$ cat src/rtl/rule90_pkg.sv
// Shared definitions for the Rule 90 automaton and its seed loader:
// default widths and the loader state encoding.
package rule90_pkg;

  localparam int RULE90_CA_W   = 512;
  localparam int RULE90_WORD_W = 32;

  typedef enum logic [1:0] {
    IDLE   = 2'd0,
    FILL   = 2'd1,
    DRAIN  = 2'd2,
    COMMIT = 2'd3
  } state_e;

endpackage

$ cat src/rtl/rule90_seed_loader_if.sv
// Seed word stream (valid/ready with end-of-frame marker) feeding the loader.
interface rule90_seed_loader_if
  import rule90_pkg::*;
#(
  parameter int WORD_W = RULE90_WORD_W
);

  logic              s_valid;
  logic              s_ready;
  logic [WORD_W-1:0] s_data;
  logic              s_last;

  modport master (output s_valid, output s_data, output s_last, input s_ready);
  modport slave  (input s_valid, input s_data, input s_last, output s_ready);

endinterface

$ cat src/rtl/rule90_seed_loader.sv
// Assembles a streamed seed into a CA_W-bit vector and pulses load once per frame.
// Optional RULE90_SEED_LOADER_CNT_EN adds a 16-bit wrapping count of committed frames.
module rule90_seed_loader
  import rule90_pkg::*;
#(
  parameter int CA_W   = RULE90_CA_W,
  parameter int WORD_W = RULE90_WORD_W
) (
  input  logic                 clk,
  input  logic                 rst_n,
  rule90_seed_loader_if.slave  s,
  output logic                 load,
  output logic [CA_W-1:0]      data,
  output logic                 busy,
  output logic                 err_short,
  output logic                 err_long,
  input  logic                 err_clr
`ifdef RULE90_SEED_LOADER_CNT_EN
  ,
  output logic [15:0]          load_cnt
`endif
);

  localparam int WORDS = CA_W / WORD_W;
  localparam int IDX_W = $clog2(WORDS);
  localparam logic [IDX_W-1:0] LAST_IDX = IDX_W'(WORDS - 1);

  state_e           state;
  state_e           state_next;
  logic [IDX_W-1:0] idx;
  logic             xfer;
  logic             set_short;
  logic             set_long;

  // Ready is the only combinational output: it drops just for the COMMIT bubble.
  assign s.s_ready = (state != COMMIT);
  assign xfer      = s.s_valid & s.s_ready;

  always_comb begin
    // NOTE: every signal driven here gets a default first, so no path leaves it unassigned (no latch).
    state_next = state;
    set_short  = 1'b0;
    set_long   = 1'b0;
    case (state)
      IDLE: begin
        if (xfer) begin
          state_next = s.s_last ? COMMIT : FILL;
          set_short  = s.s_last;
        end
      end
      FILL: begin
        if (xfer) begin
          if (idx == LAST_IDX) begin
            state_next = s.s_last ? COMMIT : DRAIN;
            set_long   = ~s.s_last;
          end else if (s.s_last) begin
            state_next = COMMIT;
            set_short  = 1'b1;
          end
        end
      end
      DRAIN: begin
        if (xfer && s.s_last) state_next = COMMIT;
      end
      COMMIT: state_next = IDLE;
      default: state_next = IDLE;
    endcase
  end

  // NOTE: state lives in always_ff with non-blocking assignments only, so every
  // register samples the pre-edge values regardless of statement order.
  // NOTE: the wide assembly register is reset too, since data is an output with a defined reset value.
  always_ff @(posedge clk or negedge rst_n) begin
    if (!rst_n) begin
      state <= IDLE;
      idx   <= '0;
      data  <= '0;
      load  <= 1'b0;
      busy  <= 1'b0;
    end else begin
      state <= state_next;
      load  <= (state_next == COMMIT);
      busy  <= (state_next != IDLE);
      case (state)
        IDLE: begin
          if (xfer) begin
            data <= {{(CA_W - WORD_W){1'b0}}, s.s_data};
            idx  <= IDX_W'(1);
          end
        end
        FILL: begin
          if (xfer) begin
            data[idx*WORD_W +: WORD_W] <= s.s_data;
            // Saturate on the last slot; DRAIN keeps it parked there.
            if (idx != LAST_IDX) idx <= idx + 1'b1;
          end
        end
        COMMIT:  idx <= '0;
        default: ;
      endcase
    end
  end

  // A clear wins over a set landing on the same edge.
  always_ff @(posedge clk or negedge rst_n) begin
    if (!rst_n) begin
      err_short <= 1'b0;
      err_long  <= 1'b0;
    end else if (err_clr) begin
      err_short <= 1'b0;
      err_long  <= 1'b0;
    end else begin
      if (set_short) err_short <= 1'b1;
      if (set_long)  err_long  <= 1'b1;
    end
  end

`ifdef RULE90_SEED_LOADER_CNT_EN
  always_ff @(posedge clk or negedge rst_n) begin
    if (!rst_n) begin
      load_cnt <= '0;
    end else if (state_next == COMMIT) begin
      load_cnt <= load_cnt + 16'd1;
    end
  end
`endif

endmodule

$ cat src/flat_wrapper.sv
// flat-port wrapper written by rule: the top's interface ports become plain ports
module rule90_seed_loader_flat import rule90_pkg::*;
#(
  parameter int CA_W   = RULE90_CA_W,
  parameter int WORD_W = RULE90_WORD_W
)
  (clk, rst_n, load, data, busy, err_short, err_long, err_clr, s_s_valid, s_s_data, s_s_last, s_s_ready);
  rule90_seed_loader_if #(.WORD_W(WORD_W)) s_i ();
  input  logic clk;
  input  logic rst_n;
  output logic load;
  output logic [CA_W-1:0] data;
  output logic busy;
  output logic err_short;
  output logic err_long;
  input  logic err_clr;
  input wire logic [$bits(s_i.s_valid)-1:0] s_s_valid;
  input wire logic [$bits(s_i.s_data)-1:0] s_s_data;
  input wire logic [$bits(s_i.s_last)-1:0] s_s_last;
  output wire logic [$bits(s_i.s_ready)-1:0] s_s_ready;
  assign s_i.s_valid = s_s_valid;
  assign s_i.s_data = s_s_data;
  assign s_i.s_last = s_s_last;
  assign s_s_ready = s_i.s_ready;
  rule90_seed_loader #(.CA_W(CA_W), .WORD_W(WORD_W)) u_core (.clk(clk), .rst_n(rst_n), .s(s_i), .load(load), .data(data), .busy(busy), .err_short(err_short), .err_long(err_long), .err_clr(err_clr));
endmodule
$ cat config.mk
export PLATFORM = sky130hd
export DESIGN_NAME = rule90_seed_loader_flat
export DESIGN_NICKNAME = d
export VERILOG_FILES = /design/src/rtl/rule90_pkg.sv /design/src/rtl/rule90_seed_loader_if.sv /design/src/rtl/rule90_seed_loader.sv /design/src/flat_wrapper.sv
export SDC_FILE = /design/constraint.sdc
export NUM_CORES = 1
export LEC_CHECK = 0
export CAP_MARGIN = 20
export CORE_ASPECT_RATIO = 1.25
export CORE_MARGIN = 2
export CORE_UTILIZATION = 40
export CTS_CLUSTER_SIZE = 16
export DETAILED_ROUTE_END_ITERATION = 10
export PLACE_DENSITY = 0.69
export SLEW_MARGIN = 20
export SYNTH_ARGS = -nofsm -noshare
export SYNTH_HDL_FRONTEND = slang
export SYNTH_SLANG_ARGS = --single-unit
$ cat constraint.sdc
create_clock -name clk -period 5.92 [get_ports clk]
set_clock_uncertainty 0.15 [all_clocks]
set_input_delay 1.184 -clock clk [delete_from_list [all_inputs] [get_ports clk]]
set_output_delay 1.184 -clock clk [all_outputs]
set_load 0.005 [all_outputs]
==> results by stage, run 1 <==
Status:
- The run finished with clean final reports.

Pwr:
- The worst-case IR drop observed on VDD is 0.224 mV.
- The cell area power density is 358 nW/um^2.
- For this design the static power due to leakage is 12.2 nW.
- The overall power after layout is 0.00969 W.

Global route:
- The number of global-route vias before repair was 14600.
- The total global routing overflow is 0.
- Entering global routing, the biggest net connects 122 pins.
- The first global-routing pass estimated 103000 um of wire.
- The initial antenna violation count is 1.
- In the global route stage, overall resource usage came out at 0.282.

Yosys:
- Of all flip-flops after synthesis, the portion carrying an async set or reset was 1.00.
- The cell accounting for the most synthesized area is sky130_fd_sc_hd__dfrtp_1.
- The count of mapped cells out of synthesis is 1374.
- The netlist uses 43 different library cells.
- Yosys printed 0 warnings.
- The fraction of post-synthesis cell area in the top cell type by area is 0.680.
- The per-instance average area after synthesis is 14.0 um^2.
- The total standard cell area after synthesis is 19200 um^2.
- The sequential-to-total area share from yosys stat is 0.680.
- The synthesized net count is 1414.
- In the post-synthesis netlist, the biggest area contributors are sky130_fd_sc_hd__dfrtp_1, sky130_fd_sc_hd__a22o_1, sky130_fd_sc_hd__clkbuf_1, sky130_fd_sc_hd__mux2i_1, sky130_fd_sc_hd__buf_2.
- The number of enable-type register cells in the synthesized netlist is 0.
- Counting flops and latches in the post-synthesis netlist gives 522.
- In the synthesized netlist the dominant register cell turns out to be sky130_fd_sc_hd__dfrtp_1.

Worst setup path:
- The worst register-to-register path begins at u_core.idx[0]$_DFFE_PN0P_.
- The largest stage delay on the critical path is 0.92 ns.
- The internal reg-to-reg setup slack is 2.45 ns.
- The worst path buffer plus inverter count is 2.
- The critical path endpoint category is a flip-flop.
- The worst setup path is launched from an input pin.
- The endpoint identified for the worst register-to-register timing path is u_core.data[6]$_DFFE_PN0P_.
- The path depth of the worst reg2reg path is 7.
- The critical path's top delay family is compound AO/OA/AOI/OAI gates.
- The required time of the critical path is 6.23 ns.
- The cell with the biggest individual delay on the critical path is sky130_fd_sc_hd__a211oi_1.
- The maximum fanout along the worst path is 19.
- Traced cell by cell, the critical path runs through clkdlybuf4s50_1, nand2b_1, a211oi_1, a21oi_4, buf_16, a22o_1.
- The data arrival time of the worst path is 3.94 ns.
- The setup path with the least slack is of type in2reg.

CTS:
- The clock edge transition at the registers on the reported setup and hold paths is 0.06 ns.
- The number of H-tree levels is 2.
- The maximum clock path buffer count is 3.
- The number of cells upsized or downsized after cts is 0.
- The count of clock tree sinks is 522.
- The worst-skew pair later-pin latency is 0.57 ns.
- CTS placed an instance of sky130_fd_sc_hd__clkbuf_16 at the clock tree root.
- After clock tree synthesis, the setup repair step added 0 buffers.
- The number of buffers added to fix hold violations after cts is 0.
- The number of buffers created by CTS is 49.
- TritonCTS built the clock tree.

Cells and area:
- The layout overhead on the synthesized area is 41.2%.
- The final antenna diode count is 0.
- Summing all non-filler instances in the final layout gives an area of 27100 um^2.
- After filler insertion, the fill cell instance count of the layout stands at 3837.
- The net total in the final layout is 1874.
- The fraction of layout cells with a size suffix above 1 is 0.0775.
- The post-layout utilization of the core is 0.573.

STA:
- Setup violations remaining at the end of the flow were counted as 0.
- The clock period could shrink to 3.63 ns.
- Dividing the final minimum period by the clock period gives 0.613.
- The final-report hold violation count is 0.
- Setup repair after global routing left no endpoint under its margin.
- Setup total negative slack on the finished layout was measured at 0 ns.
- On the final layout, the worst hold slack is 0.346 ns.
- The count of final max-slew check failures is 0.
- For the pin with the worst max-slew slack, the measured transition is 1.15 ns.
- Timing would allow up to 276 MHz.
- The worst pin sits at a relative slew slack of 0.228.

Drt:
- The number of remaining DRC errors is 0.
- The vias after detailed routing is 14500.
- The total routed wirelength is 70400 um.
- The pre-antenna-repair detailed-routing pass consisted of 5 iterations.
- The remaining number of nets flagged by the antenna check after routing is 0.
- The number of DRC markers in iteration 0 is 1129.
- Dividing the detail-routed via count by the number of cells gives 5.77.
- After detailed routing, the average wire length per cell comes to 28.1 um.

Floorplanning:
- The area of the core is 47300 um^2.
- The initial utilization of the core area, before any placement, comes to 0.406.
- The die is 200 um wide.
- The die covers 49800 um^2.
- The number of placement rows is 89.
- During I/O placement, the number of pins put on the boundary was 554.
- The floorplan die height is 249 um.

Worst hold path:
- The endpoint of the worst hold-timing path is u_core.data[488]$_DFFE_PN0P_.
- Counting instances, the worst hold path has a depth of 1.
- The worst hold path begins at u_core.data[488]$_DFFE_PN0P_.
- The worst hold path belongs to the class reg2reg.

Job:
- The max-capacitance violation count is 0.

Placement:
- After legalization and detailed placement, the total HPWL measured 47000 um.
- Port buffering added 553 buffers.
- The final weighted congestion in routability-driven placement is 0.841.
- The instance area after placement is 25400 um^2.
==> sequential cells by signal, indices dropped and copies added (netlist names) <==
name and flops:
u_core.idx 4, u_core.data 512, u_core.busy 1, u_core.state 2, u_core.load 1, u_core.err_long 1
u_core.err_short 1
==> power breakdown <==
| group | switching, W | internal, W |
|---|---|---|
| Combinational | 0.00120 | 0.00112 |
| Clock | 0.00136 | 0.00177 |
| Sequential | 0.000285 | 0.00395 |
==> worst max path at each step <==
stage                     slack, ns  cells past startpoint                            to      start
after floorplan                3.27                      6  u_core.data[354]$_DFFE_PN0P_  s_s_valid
final                          2.29                      6  u_core.data[463]$_DFFE_PN0P_  s_s_valid
after global placement         1.79                      5  u_core.data[308]$_DFFE_PN0P_  s_s_valid
after global routing           2.23                      6  u_core.data[463]$_DFFE_PN0P_  s_s_valid
after CTS                      2.26                      5  u_core.data[344]$_DFFE_PN0P_  s_s_valid
after detailed placement       1.65                      5  u_core.data[365]$_DFFE_PN0P_  s_s_valid
==> cells in the mapped netlist (3+ instances only) <==
library cell	count
sky130_fd_sc_hd__nand3_1	3
sky130_fd_sc_hd__dfrtp_1	522
sky130_fd_sc_hd__a211o_1	4
sky130_fd_sc_hd__o311ai_1	3
sky130_fd_sc_hd__buf_1	32
sky130_fd_sc_hd__a211oi_1	3
sky130_fd_sc_hd__buf_4	3
sky130_fd_sc_hd__nor2_1	21
sky130_fd_sc_hd__a21oi_1	21
sky130_fd_sc_hd__buf_2	32
sky130_fd_sc_hd__nand2_1	32
sky130_fd_sc_hd__nand3b_1	3
sky130_fd_sc_hd__ha_1	3
sky130_fd_sc_hd__nand2b_1	8
sky130_fd_sc_hd__a22o_1	480
sky130_fd_sc_hd__o21ai_0	3
sky130_fd_sc_hd__nor2b_1	4
sky130_fd_sc_hd__mux2i_1	30
sky130_fd_sc_hd__inv_1	35
sky130_fd_sc_hd__clkbuf_1	101
==> cell usage in the layout (no fill, tap or decap), drive strengths merged, types with 4 or more instances in the layout <==
cell type / count
a211o: 4
a21oi: 21
a22o: 480
buf: 27
clkbuf: 71
clkdlybuf4s50: 550
clkinv: 8
dfrtp: 522
inv: 38
mux2i: 30
nand2: 32
nand2b: 8
nor2: 22
nor2b: 4
==> per-stage QoR <==
step	cells	worst slack (ns)
2_1_floorplan	1374	3.27
3_3_place_gp	2411	1.79
3_5_place_dp	2415	1.65
4_1_cts	2502	2.26
5_1_grt	2507	2.23
6_report	2507	2.29
==> cell type report <==
cell class / count / area (um^2) / area share
Sequential cell: 522 / 13100 / 0.482
Timing Repair Buffer: 577 / 5900 / 0.218
Multi-Input combinational cell: 648 / 5640 / 0.208
Clock buffer: 71 / 1400 / 0.0516
Tap cell: 637 / 797 / 0.0294
Clock inverter: 16 / 170 / 0.00628
Inverter: 36 / 135 / 0.00499
==> layer usage <==
metal	GRT usage	vias up	share of wire
met5	0	-	0
met4	0.124	0	0.047
met3	0.0517	146	0.070
met2	0.462	751	0.49
met1	0.367	7543	0.39
li1	-	6034	-
==> kinds of logic after synthesis <==
family | after synthesis | synth area share
xor+xnor | 2 | 0.000913
flops | 522 | 0.680
fa+ha+maj | 3 | 0.00196
compound gates | 525 | 0.236
mux | 32 | 0.0168
simple gates | 86 | 0.0216
buf+inv | 204 | 0.0426
Power figures use the tool's default switching activity.
==> run 2: changes to the inputs <==
==> constraint.sdc (replaced) <==
create_clock -name clk -period 3.4 [get_ports clk]
set_clock_uncertainty 0.15 [all_clocks]
set_input_delay 0.68 -clock clk [delete_from_list [all_inputs] [get_ports clk]]
set_output_delay 0.68 -clock clk [all_outputs]
set_load 0.005 [all_outputs]
==> run 2 against run 1 <==
Net effect: setup slack got worse by 2.1 ns; critical endpoint is now u_core.data[490]$_DFFE_PN0P_; design area grew 2.6%; core utilization up 1.5 points; largest cell class unchanged; worst hold slack better by 0.0015 ns; non-clock buffer count increased by 57; register-to-register slack got worse by 2.2 ns; total power rose by 81%; critical path depth unchanged; combinational power grew 81%; critical path type is now reg2reg; sequential share of layout area fell by 1.2 points; cell count increased by 2.6%.
==> results by stage, run 2 (same netlist as run 1, synthesis figures left out) <==
Pwr:
- Across the VDD grid, the largest voltage drop is 0.380 mV.
- Total power for the finished layout comes to 0.0175 W.
- The analysis attributes to cell leakage a power of 12.6 nW.
- The cell area power density is 629 nW/um^2.

Global route:
- The number of global-route vias before repair is 15200.
- The maximum number of pins on one net before global-route repair is 67.
- Global routing finished with a remaining overflow of 0.
- The initial antenna violation count was 1.
- The first global-routing pass estimated 106000 um of wire.
- The global-route usage over all layers is 0.290.

Cells and area:
- The layout overhead on the synthesized area is 44.9%.
- The multi-input combinational cells in the finished layout cover a total of 5620 um^2.
- The library cells used most frequently in the layout, excluding fill and tap cells, are sky130_fd_sc_hd__clkdlybuf4s50_1, sky130_fd_sc_hd__dfrtp_1, sky130_fd_sc_hd__a22o_1, sky130_fd_sc_hd__buf_4, sky130_fd_sc_hd__clkbuf_16.
- In the final layout, flip-flops and latches occupy 13100 um^2.
- The largest registers in the layout are u_core.data x512, u_core.idx x4, u_core.state x2.
- After filler insertion, the fill cell instance count of the layout stands at 3744.
- The register with the most flip-flops in the layout has 512 of them.
- The net total in the final layout is 1932.
- The library cell used most frequently in the layout, excluding fill and tap cells, is sky130_fd_sc_hd__clkdlybuf4s50_1.
- The finished layout holds 2571 standard cells, fillers aside.
- The register bank with the most flops is u_core.data.
- Of the cells placed in the final design, the portion with a size suffix greater than 1 is 0.110.

Floorplanning:
- The floorplan die height is 249 um.
- The number of top-level pins is 554.
- For this configuration, the core starts out at a cell density of 0.406.
- The region available for standard cell placement spans 47300 um^2.
- The initialized floorplan defines 89 standard-cell rows.
- The die covers 49800 um^2.
- Measured along the x axis, the die boundary spans 200 um.

CTS:
- CTS saw 522 sinks.
- Buffers inserted during clock tree synthesis total 50.
- Clock latency on the worst-skew pair, taken at its later pin, is 0.58 ns.
- The number of H-tree levels is 2.
- Once the clock tree was built, the resizer swapped 0 gates to a different size.
- TritonCTS built the clock tree.
- In this run the deepest clock path goes through 3 buffers.
- The root cell of the clock tree is sky130_fd_sc_hd__clkbuf_16.
- Clock-pin slew was measured on the worst setup and hold paths at 0.07 ns.

Worst hold path:
- The endpoint of the worst hold-timing path is u_core.data[73]$_DFFE_PN0P_.
- The min-delay analysis places its worst path in the category reg2reg.
- Along the worst hold path, the cell count comes to 1.
- The startpoint of the tightest hold check path is u_core.data[73]$_DFFE_PN0P_.

Drt:
- The mean number of vias per cell is 5.80.
- The total routed wirelength is 71900 um.
- The remaining number of nets flagged by the antenna check after routing is 0.
- The vias after detailed routing is 14900.
- For this block, the initial DRC count from the detailed router was 987.
- After detailed routing, the number of remaining DRC violations is 0.
- For this run, the detailed router's first-pass iteration total came to 5.
- The average wire per standard cell is 28.0 um.

Placement:
- The congestion estimate from routability-driven global placement came to 0.841.
- The worst setup slack after placement is 0.0161 ns.
- In this run the tool buffered the top-level ports with 553 buffer cells.
- Detailed placement finished with a half-perimeter wire length of 49300 um.
- Counting tap cells, the placed design contains a total of 2471 instances.

Worst setup path:
- Setup slack on the worst reg-to-reg path comes out at 0.24 ns.
- For the worst flop-to-flop path, the logic depth is 6.
- The critical path is of the reg2reg type.
- The endpoint of the most critical register-to-register path is u_core.data[490]$_DFFE_PN0P_.
- The origin of the critical flop-to-flop path is u_core.idx[1]$_DFFE_PN0P_.
- The critical path endpoint category is a flip-flop.
- The data arrival time of the worst path is 3.48 ns.
- STA classifies the critical path startpoint as a flip-flop.
- The maximum fanout along the worst path is 32.
- STA puts the critical path data required time at 3.71 ns.

STA:
- Headroom to the max-slew limit came out at 0.211.
- The count of final max-slew check failures is 0.
- The final-layout setup total negative slack is 0 ns.
- The final critical-path share of the clock period is 0.930.
- Setup repair after global routing left no endpoint under its margin.
- For the finished layout, the period the worst path requires is 3.16 ns.
- For the pin with the worst max-slew slack, the measured transition is 1.18 ns.
- The top achievable clock speed is 316 MHz.
- The worst hold slack across all endpoints is 0.348 ns.
- The final setup violation count is 0.
- Once routing completed, OpenROAD measured the worst setup slack at 0.236 ns.
- The final-report hold violation count is 0.

Job:
- The tool flagged a number of max-cap violations equal to 0.

Status:
- The flow ran to the end, and the final reports show no timing, DRC or antenna violations.
run 2: changes by cell type in the layout (fill, tap and decap cells not counted), sizes merged:
cell / previous run / this run
clkinvlp: 3 / 4
dlygate4sd3: 0 / 1
clkinv: 8 / 16
clkbuf: 71 / 64
bufinv: 3 / 7
clkdlybuf4s50: 550 / 552
diode: 0 / 1
buf: 27 / 81
run 2: repair_timing:
action / 4_1_cts / 5_1_grt
hold buffers: 1 / 0
endpoints found under the hold margin: 51 / 0
setup buffers: 0 / 0
run 2: critical path, cell delays in order (launching register included):
cell                       delay, ns
sky130_fd_sc_hd__dfrtp_1        0.45
sky130_fd_sc_hd__inv_1          0.14
sky130_fd_sc_hd__ha_1           0.40
sky130_fd_sc_hd__nand3b_1       0.21
sky130_fd_sc_hd__a211oi_1       0.85
sky130_fd_sc_hd__a21oi_4        0.49
sky130_fd_sc_hd__a22o_1         0.34
run 2: layout make-up:
cell class	instances	share of cell area
clock buffer	64	0.0509
tap	637	0.0287
multi-input combinational	648	0.202
clock inverter	29	0.0124
inverter	36	0.00486
antenna	1	0.0000900
timing repair buffer	634	0.231
sequential	522	0.470
run 2: how the worst max path moves through the flow:
stage / startpoint / end / slack [ns] / depth (start not counted)
after floorplan: u_core.idx[0]$_DFFE_PN0P_ / u_core.data[194]$_DFFE_PN0P_ / 0.90 / 8
after global placement: s_s_valid / u_core.data[225]$_DFFE_PN0P_ / 0.05 / 6
after detailed placement: s_s_valid / u_core.data[235]$_DFFE_PN0P_ / 0.02 / 6
after CTS: u_core.idx[1]$_DFFE_PN0P_ / u_core.data[235]$_DFFE_PN0P_ / 0.27 / 7
after global routing: u_core.idx[1]$_DFFE_PN0P_ / u_core.data[498]$_DFFE_PN0P_ / 0.02 / 6
final: u_core.idx[1]$_DFFE_PN0P_ / u_core.data[490]$_DFFE_PN0P_ / 0.24 / 6
run 2: metal layers:
| layer | global-route usage | wire, um | share of wire |
|---|---|---|---|
| met1 | 0.367 | 27600 | 0.38 |
| met2 | 0.477 | 35400 | 0.49 |
| met3 | 0.0509 | 5020 | 0.070 |
| met4 | 0.143 | 3900 | 0.054 |
| met5 | 0 | 0 | 0 |
run 2: power by group:
| group | switching [W] | internal, W |
|---|---|---|
| logic | 0.00214 | 0.00205 |
| clock network | 0.00247 | 0.00349 |
| registers | 0.000474 | 0.00688 |
| total | 0.00509 | 0.0124 |
run 2: metrics by stage:
step	area [um^2]	utilization
after CTS	27700	0.585
after global routing	27800	0.588
after floorplan	19200	-
after detailed placement	25900	0.547
final	27800	0.588
after global placement	25900	0.547
==> run 3: changes to the inputs <==
--- a/config.mk
+++ b/config.mk
@@ -12,7 +12,8 @@
 export CTS_CLUSTER_SIZE = 16
 export DETAILED_ROUTE_END_ITERATION = 10
 export PLACE_DENSITY = 0.69
-export SLEW_MARGIN = 20
+export RECOVER_POWER = 50
+export SLEW_MARGIN = 40
 export SYNTH_ARGS = -nofsm -noshare
 export SYNTH_HDL_FRONTEND = slang
 export SYNTH_SLANG_ARGS = --single-unit
==> run 3 against run 2 <==
Net effect: the run now ends with capacitance limit, slew limit left; fmax up 3.5%; sequential power about the same; largest power group unchanged; die area did not move; core utilization about the same; register-to-register slack improved by 0.11 ns; critical path depth rose by 4; design area about the same; count of clock-buffer cells in the layout grew 6; wire length up 0.70%; first-iteration DRC count rose by 17%; highest routed layer unchanged; sequential cell count did not move; via count rose by 1.5%.
==> results by stage, run 3 (same netlist as run 1, synthesis figures left out) <==
Status:
- The flow ran to the end, but the final reports show violations.
- The final reports fail on capacitance limit, slew limit.

Global route:
- The met3 global-route usage is 0.0510.
- The initial antenna violation count was 1.
- For met1 alone, demand over resource in global routing was 0.372.
- The first global-routing pass estimated 106000 um of wire.
- In the global route stage, met2 resource usage came out at 0.475.
- The number of global-route vias before repair is 15400.
- The total global routing overflow is 0.
- The busiest layer in global routing is met2.
- In the global route stage, overall resource usage came out at 0.291.
- Entering global routing, the biggest net connects 67 pins.

STA:
- The worst hold slack across all endpoints is 0.342 ns.
- The count of final max-slew check failures came to 57.
- The final-report hold violation count is 0.
- The top achievable clock speed is 327 MHz.
- Setup violations remaining at the end of the flow were counted as 0.
- For the pin with the worst max-slew slack, the measured transition is 2.01 ns.
- The final-layout setup total negative slack is 0 ns.
- The smallest clock period supported by the final layout is computed as 3.06 ns.
- Of the available clock period, the critical path in the final layout requires 0.899.
- The worst max-slew margin expressed relative to the limit is -0.342.
- Setup repair after global routing left no endpoint under its margin.

Worst setup path:
- The worst setup path is of the reg2reg kind.
- The cell repeated most along the worst path is sky130_fd_sc_hd__buf_8.
- The critical path endpoint category is a flip-flop.
- Walking the worst path, the cells encountered are inv_1, ha_1, clkbuf_1, inv_2, a2111oi_2, buf_4, a21oi_4, buf_8, buf_8, a22o_1.
- On the worst path, the slowest cell contributes a delay of 0.47 ns.
- The critical path startpoint category is a flip-flop.
- The data arrival time of the worst path is 3.38 ns.
- Of all nets on the critical path, the largest fanout is 15.
- The slowest stage of the critical path belongs to the cell sky130_fd_sc_hd__dfrtp_1.
- At the worst endpoint, the required time is 3.73 ns.

Cells and area:
- In the final layout, the registers with the most flip-flops are u_core.data x512, u_core.idx x4, u_core.state x2.
- The fraction of layout cells with a size suffix above 1 is 0.127.
- The fill cell total of the finished layout is 3768.
- The register with the most flip-flops in the layout has 512 of them.
- The layout overhead on the synthesized area is 44.9%.
- The register area is 13100 um^2.
- In the layout the commonest cells are sky130_fd_sc_hd__dfrtp_1, sky130_fd_sc_hd__a22o_1, sky130_fd_sc_hd__clkdlybuf4s50_1, sky130_fd_sc_hd__dlygate4sd3_1, sky130_fd_sc_hd__clkbuf_16.
- The net total in the final layout is 1945.
- The area of combinational cells with multiple inputs is 5640 um^2.
- The most common library cell in the layout ignoring fill and taps is sky130_fd_sc_hd__dfrtp_1.
- The register bank with the most flops is u_core.data.

Drt:
- The remaining number of nets flagged by the antenna check after routing is 0.
- The average wire per standard cell is 28.0 um.
- Detailed routing inserted a total of 15100 vias.
- The number of remaining DRC errors is 0.
- The detailed router finished its first iteration with 1159 violations.
- The total routed wirelength is 72400 um.
- The mean number of vias per cell is 5.87.
- The number of search-and-repair iterations in the first detailed-routing pass is 5.

CTS:
- The maximum clock path buffer count is 3.
- TritonCTS built the clock tree.
- The worst-skew pair later-pin latency is 0.59 ns.
- The root cell of the clock tree is sky130_fd_sc_hd__clkbuf_16.
- After clock tree synthesis, the repair step resized 0 gates.
- Counting the buffers created by CTS gives 51.
- Clock tree synthesis found a total of 522 sinks.
- The post-CTS repair timing setup buffer count is 0.
- The clock edge transition at the registers on the reported setup and hold paths is 0.06 ns.
- The number of H-tree levels is 2.

Placement:
- The placed wire-length estimate after detailed placement is 50300 um.
- At the end of routability-driven placement, the weighted congestion stood at 0.841.
- Buffers placed on the I/O ports in this run total 553.

Floorplanning:
- In this run the standard cell core region covers 47300 um^2.
- The initial utilization of the core area, before any placement, comes to 0.406.
- The die extent in x is 200 um.
- The floorplan has 89 rows.
- For this design the top-level I/O count stands at 554.
- Measured along the y axis, the die boundary spans 249 um.
- The total die area is 49800 um^2.

Worst hold path:
- The path class of the tightest hold or removal check is reg2reg.

Pwr:
- For this design the ratio of total power to cell area is 626 nW/um^2.
- The maximum vdd ir drop is 0.413 mV.
- The analysis attributes to cell leakage a power of 13.5 nW.

Job:
- The max-capacitance violation count is 1.
-- run 3: cell count changes in the layout (fill, tap and decap cells not counted), sizes merged --
cell and delta:
clkinvlp -1, dlygate4sd3 +248, clkbuf +15, bufinv -1, buf +26, clkdlybuf4s50 -271, clkinv -5
-- run 3: layout make-up --
cell class / count / share of cell area
sequential: 522 / 0.470
timing repair buffer: 646 / 0.230
multi-input combinational: 648 / 0.203
clock buffer: 70 / 0.0535
tap: 637 / 0.0286
clock inverter: 22 / 0.0104
inverter: 36 / 0.00486
antenna: 1 / 0.0000899
-- run 3: final timing paths --
path                                              from                           end  slack, ns  depth (start not counted)
min in group asynchronous                        rst_n  u_core.data[224]$_DFFE_PN0P_       1.08                          2
setup reg to reg             u_core.idx[1]$_DFFE_PN0P_  u_core.data[207]$_DFFE_PN0P_       0.34                         10
hold / removal             u_core.data[73]$_DFFE_PN0P_   u_core.data[73]$_DFFE_PN0P_       0.34                          1
hold reg to reg            u_core.data[73]$_DFFE_PN0P_   u_core.data[73]$_DFFE_PN0P_       0.34                          1
setup / recovery             u_core.idx[1]$_DFFE_PN0P_  u_core.data[207]$_DFFE_PN0P_       0.34                         10
max in group asynchronous                        rst_n  u_core.data[121]$_DFFE_PN0P_       0.46                          4
-- run 3: timing repair --
item                                    CTS  global route
hold endpoints to repair                 51             0
hold buffers                              1             0
endpoints found under the setup margin    0             0
-- run 3: worst max-delay path, delay by kind of cell, from the launching register on --
kind | cells | cell delay (ns)
flip-flops | 1 | 0.47
AO/OA/AOI/OAI | 3 | 0.67
adder cells (fa/ha/maj) | 1 | 0.35
buffers and inverters | 6 | 1.29
-- run 3: power breakdown --
part	switching [W]	internal [W]
Clock	0.00246	0.00352
Combinational	0.00217	0.00193
Sequential	0.000456	0.00688
-- run 3: per-stage QoR --
step | setup WS [ns] | std cells | total power [W] | cell area, um^2 | utilization
5_1_grt | 0.107 | 2582 | 0.0181 | 27800 | 0.588
2_1_floorplan | 0.897 | 1374 | 0.00895 | 19200 | -
4_1_cts | 0.233 | 2581 | 0.0177 | 27900 | 0.589
3_3_place_gp | 0.0490 | 2469 | 0.0115 | 25900 | 0.547
3_5_place_dp | 0.0435 | 2488 | 0.0117 | 26100 | 0.551
6_report | 0.344 | 2582 | 0.0174 | 27800 | 0.588
-- run 3: routing by layer --
layer  share of wire  wire length [um]
met2            0.49             35600
met3           0.070              5060
met1            0.39             28000
met5               0                 0
met4           0.052              3750
